$ cat src/rtl/irq_aggregator.sv
// irq_aggregator: edge-captured sticky pending/overflow flags OR-reduced to irq; define IRQ_AGG_SYNC_EN to add a 2-flop input synchronizer
module irq_aggregator #(
  parameter int N = 8
) (
  input  logic         clk,
  input  logic         rst,
  input  logic [N-1:0] req_in,
  input  logic [N-1:0] mask,
  input  logic [N-1:0] clr,
  output logic [N-1:0] pending,
  output logic [N-1:0] ovf,
  output logic         irq,
  output logic         irq_rise
);
  logic [N-1:0] w_in, w_rise, w_pend_n, w_ovf_n;
  logic [N-1:0] r_s, r_h, r_pend, r_ovf;
  logic         r_irq_d;
`ifdef IRQ_AGG_SYNC_EN
  logic [N-1:0] r_sy1, r_sy2;
  // two-flop synchronizer for request lines asynchronous to clk
  always_ff @(posedge clk or posedge rst)
    if (rst) begin
      r_sy1 <= '0;
      r_sy2 <= '0;
    end else begin
      r_sy1 <= req_in;
      r_sy2 <= r_sy1;
    end
  assign w_in = r_sy2;
`else
  assign w_in = req_in;
`endif
  // sample and history registers; h resets to 0 so a line high at release counts once
  always_ff @(posedge clk or posedge rst)
    if (rst) begin
      r_s <= '0;
      r_h <= '0;
    end else begin
      r_s <= w_in;
      r_h <= r_s;
    end
  // set wins over clear; overflow marks a new event landing on an unacknowledged one
  always_comb begin
    w_rise   = r_s & ~r_h;
    w_pend_n = w_rise | (r_pend & ~clr);
    w_ovf_n  = ~clr & (r_ovf | (w_rise & r_pend));
  end
  // sticky flags and previous irq level for rise detection
  always_ff @(posedge clk or posedge rst)
    if (rst) begin
      r_pend  <= '0;
      r_ovf   <= '0;
      r_irq_d <= 1'b0;
    end else begin
      r_pend  <= w_pend_n;
      r_ovf   <= w_ovf_n;
      r_irq_d <= irq;
    end
  assign pending  = r_pend;
  assign ovf      = r_ovf;
  assign irq      = |(r_pend & mask);
  assign irq_rise = irq & ~r_irq_d;
endmodule

$ cat config.mk
export PLATFORM = sky130hd
export DESIGN_NAME = irq_aggregator
export DESIGN_NICKNAME = d
export VERILOG_FILES = /design/src/rtl/irq_aggregator.sv
export SDC_FILE = /design/constraint.sdc
export NUM_CORES = 1
export LEC_CHECK = 0
export CAP_MARGIN = 10
export CORE_MARGIN = 2
export CORE_UTILIZATION = 35
export DETAILED_ROUTE_END_ITERATION = 10
export PLACE_DENSITY = 0.71
export SLEW_MARGIN = 0
export SYNTH_ARGS = -nofsm -noshare
export SYNTH_HDL_FRONTEND = slang
export SYNTH_SLANG_ARGS = --single-unit
$ cat constraint.sdc
create_clock -name clk -period 1.2 [get_ports clk]
set_clock_uncertainty 0.05 [all_clocks]
set_input_delay 0.24 -clock clk [delete_from_list [all_inputs] [get_ports clk]]
set_output_delay 0.24 -clock clk [all_outputs]
set_load 0.01 [all_outputs]
==> impl_metrics.toml, run 1 <==
[floorplan]
die-area_um2 = 3737
io_pins = 44
core_area_um2 = 3078
die_h_um = 61.13
start_util_pct = 37.11
row_count = 20
die_w_um = 61.13

[pwr]
power_density_nw_per_um2 = 1267
vdd_drop_max_v = 0.0007632
leakage_nw = 0.8719

[timing]
whs_ns = 0.1988
period_minus_slack_ns = 1.545
setup_ws_ns = -0.3449
rsz0062_at_grt = "true"
period_share_pct = 128.7
drv_slew = 0
hold_viol = 0
tightest_slew_ns = 0.1950
setup_viol = 10
max-slew-margin-rel_pct = 87.00
fmax_ghz = 0.6473

[critical_path]
worstPathArrival_ns = 1.25
crit_fanout = 2
cp-endpoint = "irq"
worstPathRequired_ns = 0.91
r2r_start = "pending[2]"
regToRegEndpoint = "ovf[2]"
crit_type = "flop to output pin"
worstSetupEndpointType = "output pin"
rrSetupSlack_ns = 0.23
rr_worst_depth = 4
startpoint = "pending[3]"
cp-start-kind = "flop"

[clock_network]
clk_pin_slew_worst_paths_ns = 0.10
cts_buffers = 5
clock-sinks = 33
cts_root_buffer = "clkbuf_4"
cts_tree = "yes"
clock_path_buffers = 2
ctsHoldBuffers = 0
clk_latency_ns = 0.32
htreeDepth = 2

[finish]
drive_gt1_share_pct = 30.32
layout.nets = 180
layout_commonest_cell = "dfrtp_1"
final_cell_mix = "33 x dfrtp_1, 25 x inv_1, 25 x clkdlybuf4s50_1, 16 x buf_6, 10 x buf_2"
fill_cells = 269
diodes = 0
finish.instance_area_um2 = 1821
area_delta_synth_final_pct = 59.37
multi_input_area_um2 = 222.7
seq_area_um2 = 825.8

[synth]
synth_nets = 114
synth_cell_types = 8
synthCells = 88
ys_seq_area_share_pct = 72.29
synth_warnings = 0
syn_area_per_cell_um2 = 12.98
syn_area_um2 = 1142
synth-seq-cells = 33

[hold_path]
hp-class = "input pin to asynchronous set/reset pin"

[drt]
drt_iter0_drc = 17
antenna_left = 0
drt-total-wl_um = 2272
viasPerCell = 4.342
dr.max_layer_used = "met4"
drc_errors = 0
vias = 864
wl_met1_um = 912
first_pass_iters = 4
dr_wl_met2_um = 1119
wl_per_cell_um = 11.42
wl_met3_um = 197

[run]
max_cap_viol_count = 0

[global_route]
grt_max_degree = 34
grt_pass1_wl_um = 3864
gr-total-overflow = 0
globalRouteTotalUtil_pct = 14.60
grt_pass1_vias = 925
grt_antenna_before_repair = 0

[placed_design]
port_buffers = 43
place_hpwl_um = 1703
gp_congestion = 0.6535
dpl_cell_area_um2 = 1708

[outcome]
status = "finished, violations left"
violations = "negative setup slack"
[registers in the layout (all words and copies together) (netlist names)]
| register | count |
|---|---|
| ovf | 8 |
| r_h | 8 |
| r_s | 8 |
| pending | 8 |
| r_irq_d | 1 |
[per-layer routing]
| layer | global-route usage (%) | up-vias |
|---|---|---|
| met2 | 22.64 | 34 |
| met1 | 17.06 | 401 |
| met5 | 0 | - |
| met3 | 6.092 | 6 |
| li1 | - | 423 |
| met4 | 8.385 | 0 |
[worst max-delay path, stage by stage (launching register included)]
cell	delay, ns
dfrtp_1	0.41
a22oi_2	0.20
nand4_1	0.15
buf_2	0.17
[logic make-up (layout without fill, tap and decap cells)]
family                 after synthesis  after routing  synth area share (%)
and+or+nand+nor                      9              9                 5.806
AOI/OAI and AO/OA                   21             21                 13.69
DFF                                 33             33                 72.29
buffers and inverters               25             92                 8.215
[timing repair]
action,4_1_cts,5_1_grt
setup buffers,6,6
setup endpoints to repair,18,10
pin swaps,3,4
resized for setup,88,3
[cells in the mapped netlist]
cell type   n  share of area, %
a21oi_1     8               3.5
a22oi_2     4               4.4
nand3b_1    8               5.3
inv_1      25               8.2
o22ai_1     8               4.4
dfrtp_1    33                72
a41oi_2     1               1.4
nand4_1     1              0.55
[cell type report]
cell class / instances / share of cell area [%]
Sequential cell: 33 / 45.36
Inverter: 25 / 5.155
Tap cell: 44 / 3.024
Clock inverter: 1 / 0.2749
Timing Repair Buffer: 59 / 30.38
Clock buffer: 7 / 3.574
Multi-Input combinational cell: 30 / 12.23
[metrics by stage]
stage                     setup TNS, ns  cells  worst slack [ns]  util, %  total power, mW
final                            -1.329    199           -0.3449    59.15            2.306
after global routing             -1.976    199           -0.4719    59.15            2.428
after floorplan                       0     88            0.1053        -            1.362
after CTS                        -1.489    196           -0.3894    58.41            2.332
after detailed placement         -2.049    184           -0.6653    55.49            1.618
after global placement           -2.038    184           -0.6668    55.49            1.607
[report_power, final]
group | internal [mW] | leakage, nW | switching (mW)
combinational | 0.248 | 0.429 | 0.149
clock | 0.339 | 0.0413 | 0.344
sequential | 1.18 | 0.402 | 0.0451
total | 1.77 | 0.872 | 0.538
[how the worst min path moves through the flow]
stage / start / endpoint / slack, ns
final: rst / pending[4] / 0.20
after detailed placement: r_s[1] / r_h[1] / 0.34
after global placement: r_s[5] / r_h[5] / 0.33
after floorplan: req_in[0] / r_s[0] / 0.22
after CTS: rst / r_h[5] / 0.19
after global routing: rst / r_h[4] / 0.20
Note: power is estimated with default switching activity, not from simulation.
==> run 2: changes to the inputs <==
--- a/config.mk
+++ b/config.mk
@@ -5,6 +5,7 @@
 export SDC_FILE = /design/constraint.sdc
 export NUM_CORES = 1
 export LEC_CHECK = 0
+export ABC_AREA = 1
 export CAP_MARGIN = 10
 export CORE_MARGIN = 2
 export CORE_UTILIZATION = 35
==> run 2 against run 1 <==
Net effect:
- the run still ends with negative setup slack left
- synthesized cell count is 20% higher
- synthesized area decreased by 0.99%
- combinational power up 4%
- sequential cell count unchanged
- maximum frequency grew 2.2%
- utilization about the same
- worst setup slack gained 0.033 ns
- via count is 8.9% higher
- non-clock buffer count grew 1
- design area fell by 0.89%
- wire length is 12% higher
- critical endpoint unchanged
- highest routed layer unchanged
==> impl_metrics.toml, run 2 <==
[pwr]
power.internal_mw = 1.703
switchingPower_mw = 0.5536
power.share.combinational_pct = 18.3
swShare_pct = 24.53
power.total_mw = 2.257
power_density_nw_per_um2 = 1251
vdd_drop_max_v = 0.0008317
pwr-share-seq_pct = 54.0
p_clk_share_pct = 27.7
leakage_nw = 0.9043

[clock_network]
htreeDepth = 2
cts_root_buffer = "clkbuf_4"
cts_buffers = 5
clk_latency_ns = 0.34
clk_pin_slew_worst_paths_ns = 0.10
clock_path_buffers = 2
clock-sinks = 33
cts_tree = "yes"

[synth]
synth_warnings = 0
synthAdderAreaFrac_pct = 0
yosys.area_share.xor_xnor_pct = 0
synth-seq-cells = 33
synth-async-reset-ratio_pct = 100.0
synthSimpleGateAreaFrac_pct = 10.29
synth-compound-area-share_pct = 8.407
yosysMostFrequentCell = "dfrtp_1"
syn_area_per_cell_um2 = 10.67
muxShareOfSynthArea_pct = 0
yosys-top-cells-count = "33 x dfrtp_1, 25 x inv_1, 21 x nand2_1"
yosys-top-cells-area = "dfrtp_1 73%, inv_1 8.3%, nand2_1 7.0%, o22ai_1 4.4%, a21oi_1 4.0%"
syn_area_um2 = 1131
yosysTopAreaCell = "dfrtp_1"
synth_nets = 132
ys_seq_area_share_pct = 73.01
yosysTopAreaCellShare_pct = 73.01
synth_edf_count = 0
synth_cell_types = 6
synthCells = 106
synth_ff_type = "dfrtp_1"
synth_top_family_by_area = "simple AND/OR/NAND/NOR gates"

[critical_path]
worstPathRequired_ns = 0.91
cp-start-kind = "flop"
r2r_start = "pending[1]"
startpoint = "pending[1]"
crit_fanout = 2
worstSetupEndpointType = "output pin"
worstPathArrival_ns = 1.22
crit_type = "flop to output pin"

[finish]
area_delta_synth_final_pct = 59.51
seq_area_um2 = 825.8
diodes = 0
final_cell_mix = "33 x dfrtp_1, 25 x inv_1, 25 x clkdlybuf4s50_1, 20 x nand2_1, 18 x buf_6"
multi_input_area_um2 = 219.0
drive_gt1_share_pct = 25.43
final_cells = 217
layout.nets = 199
layout_commonest_cell = "dfrtp_1"
fill_cells = 285

[placed_design]
gp_congestion = 0.7937
place_hpwl_um = 1868
placedCellCount = 202
port_buffers = 43

[floorplan]
die-area_um2 = 3702
start_util_pct = 37.05
core_area_um2 = 3053
die_h_um = 60.85
row_count = 20
io_pins = 44
die_w_um = 60.85

[outcome]
status = "finished, violations left"
violations = "negative setup slack"

[drt]
drc_errors = 0
drt_iter0_drc = 12
antenna_left = 0
wl_per_cell_um = 11.70
first_pass_iters = 4
vias = 941
drt-total-wl_um = 2539
viasPerCell = 4.336

[global_route]
grt_max_degree = 21
gr-total-overflow = 0
grt_pass1_wl_um = 4036
grt_antenna_before_repair = 0
grt_pass1_vias = 980
globalRouteTotalUtil_pct = 15.79

[timing]
max-slew-margin-rel_pct = 83.73
period_minus_slack_ns = 1.511
tightest_slew_ns = 0.2441
setup_ws_ns = -0.3115
drv_slew = 0
setup_viol = 11
rsz0062_at_grt = "true"
period_share_pct = 126.0
hold_viol = 0
fmax_ghz = 0.6616

[hold_path]
hp-class = "input pin to asynchronous set/reset pin"

[run]
max_cap_viol_count = 0
[run 2: worst max-delay path, stage by stage, from the launching register on]
cell and delay [ns]:
dfrtp_1 0.41, nand2_1 0.07, nand2_1 0.06, nor2_2 0.12, nand2_1 0.08, buf_2 0.15
[run 2: worst paths after layout]
check	endpoint	slack, ns	depth (start not counted)
max	irq	-0.31	5
min	r_s[5]	0.16	3
max reg2reg	r_irq_d	-0.02	7
min reg2reg	r_h[6]	0.33	0
max in group asynchronous	r_s[3]	0.70	3
min in group clk	r_s[5]	0.28	1
[run 2: repair_timing]
action | CTS | global route
hold buffers | 0 | 0
pin swaps | 2 | 0
buffers inserted | 9 | 5
setup endpoints to repair | 18 | 11
resized for setup | 88 | 8
[run 2: per-layer routing]
metal / track usage (%) / part of all wire (%) / vias up
met2: 26.42 / 52 / 28
li1: - / - / 457
met1: 16.87 / 39 / 447
met5: 0 / 0 / -
met4: 12.42 / 3.8 / 0
met3: 4.051 / 4.8 / 9
[run 2: logic make-up (layout without fill, tap and decap cells)]
kind of cell / after synthesis / in the layout
flip-flops: 33 / 33
AND/OR/NAND/NOR: 31 / 31
buffers and inverters: 25 / 92
AO/OA/AOI/OAI: 17 / 17
[run 2: layout make-up]
class / count / area share [%]
Multi-Input combinational cell: 48 / 12.14
Sequential cell: 33 / 45.77
Inverter: 25 / 5.201
Clock buffer: 7 / 3.051
Tap cell: 44 / 3.051
Timing Repair Buffer: 60 / 30.79
[run 2: through the flow]
step	area [um2]	utilization [%]	worst slack (ns)	TNS, ns	hold WS (ns)
floorplan	1131	-	0.1187	0	0.2214
global placement	1684	55.16	-0.6841	-1.702	0.3090
detailed placement	1684	55.16	-0.6979	-1.799	0.3094
CTS	1770	57.99	-0.3213	-1.410	0.1583
global route	1804	59.10	-0.3834	-1.738	0.1665
finish	1804	59.10	-0.3115	-1.233	0.1562
[run 2: power by group through the flow]
stage / Combinational [mW] / Sequential, mW / Clock [mW]
2_1_floorplan: 0.0937 / 1.26 / 0
3_3_place_gp: 0.351 / 1.24 / 0
3_5_place_dp: 0.363 / 1.24 / 0
4_1_cts: 0.397 / 1.22 / 0.655
5_1_grt: 0.449 / 1.23 / 0.703
6_report: 0.413 / 1.22 / 0.625
